[config.mk]
export PLATFORM = sky130hd
export DESIGN_NAME = flow_qtable
export DESIGN_NICKNAME = d
export VERILOG_FILES = /design/src/rtl/flow_qtable.sv
export SDC_FILE = /design/constraint.sdc
export NUM_CORES = 2
export LEC_CHECK = 0
export ABC_AREA = 1
export CAP_MARGIN = 25
export CORE_ASPECT_RATIO = 0.6
export CORE_MARGIN = 1
export CORE_UTILIZATION = 48
export DETAILED_ROUTE_END_ITERATION = 10
export GPL_TIMING_DRIVEN = 1
export PLACE_DENSITY_LB_ADDON = 0.2
export SLEW_MARGIN = 20
export SYNTH_ARGS = -nofsm -noshare
export SYNTH_HDL_FRONTEND = slang
export SYNTH_SLANG_ARGS = --single-unit
[constraint.sdc]
create_clock -name clk -period 2.61 [get_ports clk]
set_input_delay 0.522 -clock clk [delete_from_list [all_inputs] [get_ports clk]]
set_output_delay 0.522 -clock clk [all_outputs]
set_load 0.01 [all_outputs]
[src/rtl/flow_qtable.sv]
// flow_qtable: tracks coefficient position per beat and attaches per-position multipliers.
// Define FLOW_QTABLE_ZIGZAG_EN when the stream is zigzag ordered and the tables are raster ordered.
module flow_qtable #(
    parameter  int N      = 2,
    parameter  int TABLES = 2,
    localparam int TW     = (TABLES > 1) ? $clog2(TABLES) : 1
) (
    input  logic                     clk,
    input  logic                     rst_n,
    input  logic                     en,
    input  logic                     in_valid,
    input  logic signed [N-1:0][15:0] in_data,
    input  logic                     in_eob,
    input  logic                     in_sob,
    input  logic                     in_sof,
    input  logic [TW-1:0]            in_table,
    input  logic                     cfg_we,
    input  logic [TW-1:0]            cfg_table,
    input  logic [5:0]               cfg_addr,
    input  logic [9:0]               cfg_data,
    output logic                     out_valid,
    output logic signed [N-1:0][15:0] out_data,
    output logic [N-1:0][9:0]        out_mult,
    output logic                     out_eob,
    output logic                     out_sob,
    output logic                     out_sof,
    output logic                     out_err
);

    localparam int BPB = 64 / N;
    localparam int BW  = (BPB > 1) ? $clog2(BPB) : 1;
    localparam logic [BW-1:0] LAST = BW'(BPB - 1);

`ifdef FLOW_QTABLE_ZIGZAG_EN
    localparam logic [0:63][5:0] ZZ2R = {
        6'd0,  6'd1,  6'd8,  6'd16, 6'd9,  6'd2,  6'd3,  6'd10,
        6'd17, 6'd24, 6'd32, 6'd25, 6'd18, 6'd11, 6'd4,  6'd5,
        6'd12, 6'd19, 6'd26, 6'd33, 6'd40, 6'd48, 6'd41, 6'd34,
        6'd27, 6'd20, 6'd13, 6'd6,  6'd7,  6'd14, 6'd21, 6'd28,
        6'd35, 6'd42, 6'd49, 6'd56, 6'd57, 6'd50, 6'd43, 6'd36,
        6'd29, 6'd22, 6'd15, 6'd23, 6'd30, 6'd37, 6'd44, 6'd51,
        6'd58, 6'd59, 6'd52, 6'd45, 6'd38, 6'd31, 6'd39, 6'd46,
        6'd53, 6'd60, 6'd61, 6'd54, 6'd47, 6'd55, 6'd62, 6'd63
    };
`endif

    logic                 acc;
    logic [BW-1:0]        bcnt_q, bcnt_d, eb;
    logic [TW-1:0]        tsel_q, tsel_d, tin, sel;
    logic [9:0]           tbl_q [TABLES][64];
    logic [N-1:0][5:0]    pos, addr;
    logic [N-1:0][9:0]    mult_d;
    logic                 err_d;

    always_comb begin
        acc    = in_valid & en;
        eb     = in_sob ? '0 : bcnt_q;
        tin    = (int'(in_table) < TABLES) ? in_table : '0;
        sel    = in_sob ? tin : tsel_q;
        bcnt_d = bcnt_q;
        tsel_d = tsel_q;
        if (acc) begin
            bcnt_d = (in_eob || eb == LAST) ? '0 : eb + 1'b1;
            if (in_sob) tsel_d = tin;
        end
        err_d = in_eob != (eb == LAST);
        for (int i = 0; i < N; i++) begin
            pos[i] = 6'(int'(eb) * N + i);
`ifdef FLOW_QTABLE_ZIGZAG_EN
            addr[i] = ZZ2R[pos[i]];
`else
            addr[i] = pos[i];
`endif
            mult_d[i] = tbl_q[sel][addr[i]];
        end
    end

    // Table reads above see the pre-write value; writes land at the edge.
    always_ff @(posedge clk or negedge rst_n) begin
        if (!rst_n) begin
            for (int t = 0; t < TABLES; t++)
                for (int a = 0; a < 64; a++)
                    tbl_q[t][a] <= 10'd1;
        end else if (cfg_we && int'(cfg_table) < TABLES) begin
            tbl_q[cfg_table][cfg_addr] <= cfg_data;
        end
    end

    always_ff @(posedge clk or negedge rst_n) begin
        if (!rst_n) begin
            bcnt_q    <= '0;
            tsel_q    <= '0;
            out_valid <= 1'b0;
            out_data  <= '0;
            out_mult  <= '0;
            out_eob   <= 1'b0;
            out_sob   <= 1'b0;
            out_sof   <= 1'b0;
            out_err   <= 1'b0;
        end else begin
            bcnt_q    <= bcnt_d;
            tsel_q    <= tsel_d;
            out_valid <= acc;
            out_eob   <= acc & in_eob;
            out_sob   <= acc & in_sob;
            out_sof   <= acc & in_sof;
            out_err   <= acc & err_d;
            if (acc) begin
                out_data <= in_data;
                out_mult <= mult_d;
            end
        end
    end

endmodule

==> run summary <==
The flow ran to the end, and the final reports show no timing, DRC or antenna violations. Summing over every cut layer, the via total after detailed routing is 58,500. Each instance of the synthesized netlist takes up on average 7.50 um2. The estimated wirelength of the detail-placed design was 142,000 um. The floorplan step defined a die boundary enclosing 0.138 mm2. Initial detailed-routing violation count: 7,546. The average routed wire per standard cell is 19.9 um, and the number of buffers inserted by post-CTS setup repair is 0. Data on the critical path arrives at its endpoint at 3.21 ns.

The core region is 0.135 mm2. Summed over all layers, the global routing overflow is 0. The tools report the maximum number of pins on one net before global-route repair as 91. The area of combinational cells with multiple inputs is 0.0246 mm2.

The tools report the met3 track demand over resource as 6.49%. For the maximum clock skew at final layout, the log shows 0.0241 ns. For this design the ratio of total power to cell area is 681 mW/mm2.

The endpoint identified for the worst register-to-register timing path is out_mult[2]$_DFFE_PN0P_. The tree is rooted in a sky130_fd_sc_hd__clkbuf_16. In this run the deepest clock path goes through 3 buffers. Using the TritonRoute via totals, the vias-per-cell ratio works out to 5.45.

The fraction of registers with async set/reset works out to 100%. The cell that appears most often on the critical path is sky130_fd_sc_hd__nand2_1. The total iterations of the first detailed-routing run was 6; the number of design rule violations left after detail routing was 0. In this run the number of H-tree levels came out at 4. The count of nets left with antenna violations once routing finished came out at 0. For this configuration, the core starts out at a cell density of 48.7%. For this run, the number of Yosys warnings is 0.

The slack of the worst reg-to-reg path is 0.12 ns. In this run the critical register-to-register path is launched from tsel_q$_DFFE_PN0P_. The top cell type by area accounts for 46.3% of the synthesized area.

The die outline height works out to 289 um. Area added between synthesis and finish: 17.1%. The transition time at the pin with the least slew margin was 0.646 ns; the final worst-path setup slack was 0.0703 ns. TritonCTS built the clock tree.

The period utilization is 97.3%, and the count of cell types in the netlist is 24. The slowest stage cell on the critical path is sky130_fd_sc_hd__clkdlybuf4s50_1. The final count of pins violating max slew came out at 0. The logs give 0.000535 V for the peak supply drop and 31.4% for the aggregate global-route resource usage. 115 I/O pins were placed. Clock latency on the worst-skew pair, taken at its later pin, is 0.78 ns.

On the worst path, the slowest cell contributes a delay of 0.54 ns. TritonCTS created 133 clock buffers. Headroom to the max-slew limit came out at 56.9%. The tools report the category of the worst setup path launch point as an input pin.

Setup violations remaining at the end of the flow were counted as 0. The combined area of all synthesized cells came out at 0.0657 mm2. For this design the static power due to leakage is 35.9 nW.

Counting flops with a built-in enable in the synthesized netlist gives 0. For the worst setup path, the data required time is 3.28 ns. Synthesis-stage register bit count: 1,343. The floorplan row count is 104, and the post-synthesis net count is 8,824. For this block, the routed nets add up to 214,000 um of wire. met1 is the most crowded layer. Logic depth of the worst register-to-register path: 16. The tool flagged a number of max-cap violations equal to 0.

The library cell used most frequently in the layout, excluding fill and tap cells, is sky130_fd_sc_hd__nand2_1. Hold is met by 0.275 ns. The path class of the lowest-slack min-delay path is in -> reg. Power comes to 0.0524 W. For the routability congestion estimate from global placement, the log shows 0.939.

By area the synthesized netlist is led by sky130_fd_sc_hd__dfrtp_1, sky130_fd_sc_hd__nand2_1, sky130_fd_sc_hd__nand3_1. For the finished layout, the period the worst path requires is 2.54 ns. The via count of the first global-routing pass was 54,700; the clock-pin slew on the worst setup and hold paths was 0.06 ns. The most common flop cell mapped by yosys is sky130_fd_sc_hd__dfrtp_1.

By startpoint and endpoint, the worst setup path is classified as in -> reg. Input and output buffers added on the ports amount to 114. The placement-stage worst setup slack is -0.686 ns. STA classifies the critical path endpoint as a flop. The final-stage net count came out at 8,890.

The first global-routing pass estimated 335,000 um of wire. The hold path endpoint was out_data[29]$_DFFE_PN0P_. The final-report hold violation count is 0. Based on the critical path, the design can be clocked at up to 0.394 GHz. The peak fanout along the critical path works out to 29. Along the worst hold path, the cell count comes to 3. The share of the Yosys chip area taken by registers is 51.4%. Registers take 0.0338 mm2. The cell taking the most area after synthesis is sky130_fd_sc_hd__dfrtp_1. In the layout the commonest cells are sky130_fd_sc_hd__nand2_1, sky130_fd_sc_hd__nand3_1, sky130_fd_sc_hd__o21ai_0, sky130_fd_sc_hd__dfrtp_1, sky130_fd_sc_hd__inv_1. The initial antenna violation count was 5; the horizontal die dimension was 480 um. The share of layout cells above drive strength 1 came out at 10.3%. Global routing consumed, on the met1 layer, 48.8% of the routing resources. The launch point of the critical path was in_sob. The signal on the critical path passes through clkdlybuf4s50_1, buf_12, inv_4, nand2_4, nand2_8, buf_12, buf_12, buf_4, nand2_1, nand2_1, nand2_1, nand3_1, nand3_1, nand3_1, nand3_1, nand2_1, nand2_1, nand2_1.

The startpoint identified for the worst hold timing path is in_data[29]. Global routing consumed, on the met2 layer, 44.3% of the routing resources. Setup repair after global routing left no endpoint under its margin. Fill cells in the final layout number 12,400. Synthesis handed over a netlist of 8,762 instances. The tools report the clock sink count as 1,343.
-- state kept, by name, summed over array words and instances (netlist names) --
| name | flops |
|---|---|
| tbl_q | 1280 |
| out_data | 32 |
| out_mult | 20 |
| bcnt_q | 5 |
| out_eob | 1 |
| out_err | 1 |
| out_sob | 1 |
| out_sof | 1 |
| out_valid | 1 |
| tsel_q | 1 |
-- cells by family (layout without fill, tap and decap cells) --
| group | Yosys count | count (layout) | synth area share (%) |
|---|---|---|---|
| simple gates | 4249 | 4249 | 27.5 |
| flops | 1343 | 1343 | 51.4 |
| buf+inv | 1880 | 2058 | 11.3 |
| fa+ha+maj | 4 | 4 | 0.0762 |
| compound gates | 1286 | 1286 | 9.80 |
| other cells | 0 | 2 | 0 |
-- area by class of cell --
| cell class | count | share of cell area (%) |
|---|---|---|
| multi-input combinational | 5539 | 32.0 |
| clock buffer | 193 | 5.00 |
| tap | 1802 | 2.93 |
| inverter | 1160 | 5.74 |
| timing repair buffer | 651 | 9.87 |
| antenna | 2 | 0.00650 |
| clock inverter | 54 | 0.597 |
| sequential | 1343 | 43.9 |
-- per-stage QoR --
step	instances	cell area [um2]	TNS [ns]	util, %
2_1_floorplan	8762	65700	0	-
3_3_place_gp	10500	72600	-13.71	53.8
3_5_place_dp	10500	72600	-24.63	53.8
4_1_cts	10700	76900	0	57.0
5_1_grt	10700	77000	0	57.0
6_report	10700	77000	0	57.0
-- cells in the mapped netlist, types with 5 or more instances --
| master | count |
|---|---|
| sky130_fd_sc_hd__dfrtp_1 | 1215 |
| sky130_fd_sc_hd__buf_2 | 202 |
| sky130_fd_sc_hd__inv_1 | 1151 |
| sky130_fd_sc_hd__o21ai_0 | 1254 |
| sky130_fd_sc_hd__buf_4 | 17 |
| sky130_fd_sc_hd__buf_6 | 6 |
| sky130_fd_sc_hd__nand3b_1 | 82 |
| sky130_fd_sc_hd__nor2_1 | 70 |
| sky130_fd_sc_hd__buf_1 | 42 |
| sky130_fd_sc_hd__nor3_1 | 5 |
| sky130_fd_sc_hd__dfstp_2 | 128 |
| sky130_fd_sc_hd__nand2_1 | 2719 |
| sky130_fd_sc_hd__nand3_1 | 1363 |
| sky130_fd_sc_hd__clkbuf_1 | 453 |
| sky130_fd_sc_hd__inv_2 | 8 |
| sky130_fd_sc_hd__o21ai_1 | 30 |
-- worst max-delay path by stage --
| stage | endpoint | slack [ns] | depth (start not counted) |
|---|---|---|---|
| after global placement | out_mult[13]$_DFFE_PN0P_ | -0.66 | 16 |
| after CTS | out_mult[7] | 0.10 | 1 |
| after global routing | out_mult[2]$_DFFE_PN0P_ | 0.009 | 17 |
| after floorplan | out_err$_DFF_PN0_ | 0.41 | 12 |
| after detailed placement | out_mult[13]$_DFFE_PN0P_ | -0.69 | 16 |
| final | out_mult[2]$_DFFE_PN0P_ | 0.07 | 18 |
-- worst max-delay path, delay by kind of cell --
kind                   cells  cell delay (ns)
buffers and inverters      6             1.31
AND/OR/NAND/NOR           12             1.34
-- metal layers --
layer / routed length (um) / part of all wire (%)
met1: 101000 / 47
met2: 88700 / 41
met3: 19900 / 9.3
met4: 4280 / 2.0
met5: 13 / 0.0061
-- report_power, final --
| part | internal (W) | switching (W) |
|---|---|---|
| clock network | 0.0107 | 0.00865 |
| registers | 0.0227 | 0.00107 |
| logic | 0.00338 | 0.00589 |
-- what timing repair did --
item                                   in CTS  in global routing
endpoints found under the hold margin      39                  0
setup endpoints to repair                   0                  4
hold buffers                                1                  0
resized for setup                           0                  6
(Power assumes the default switching activity.)
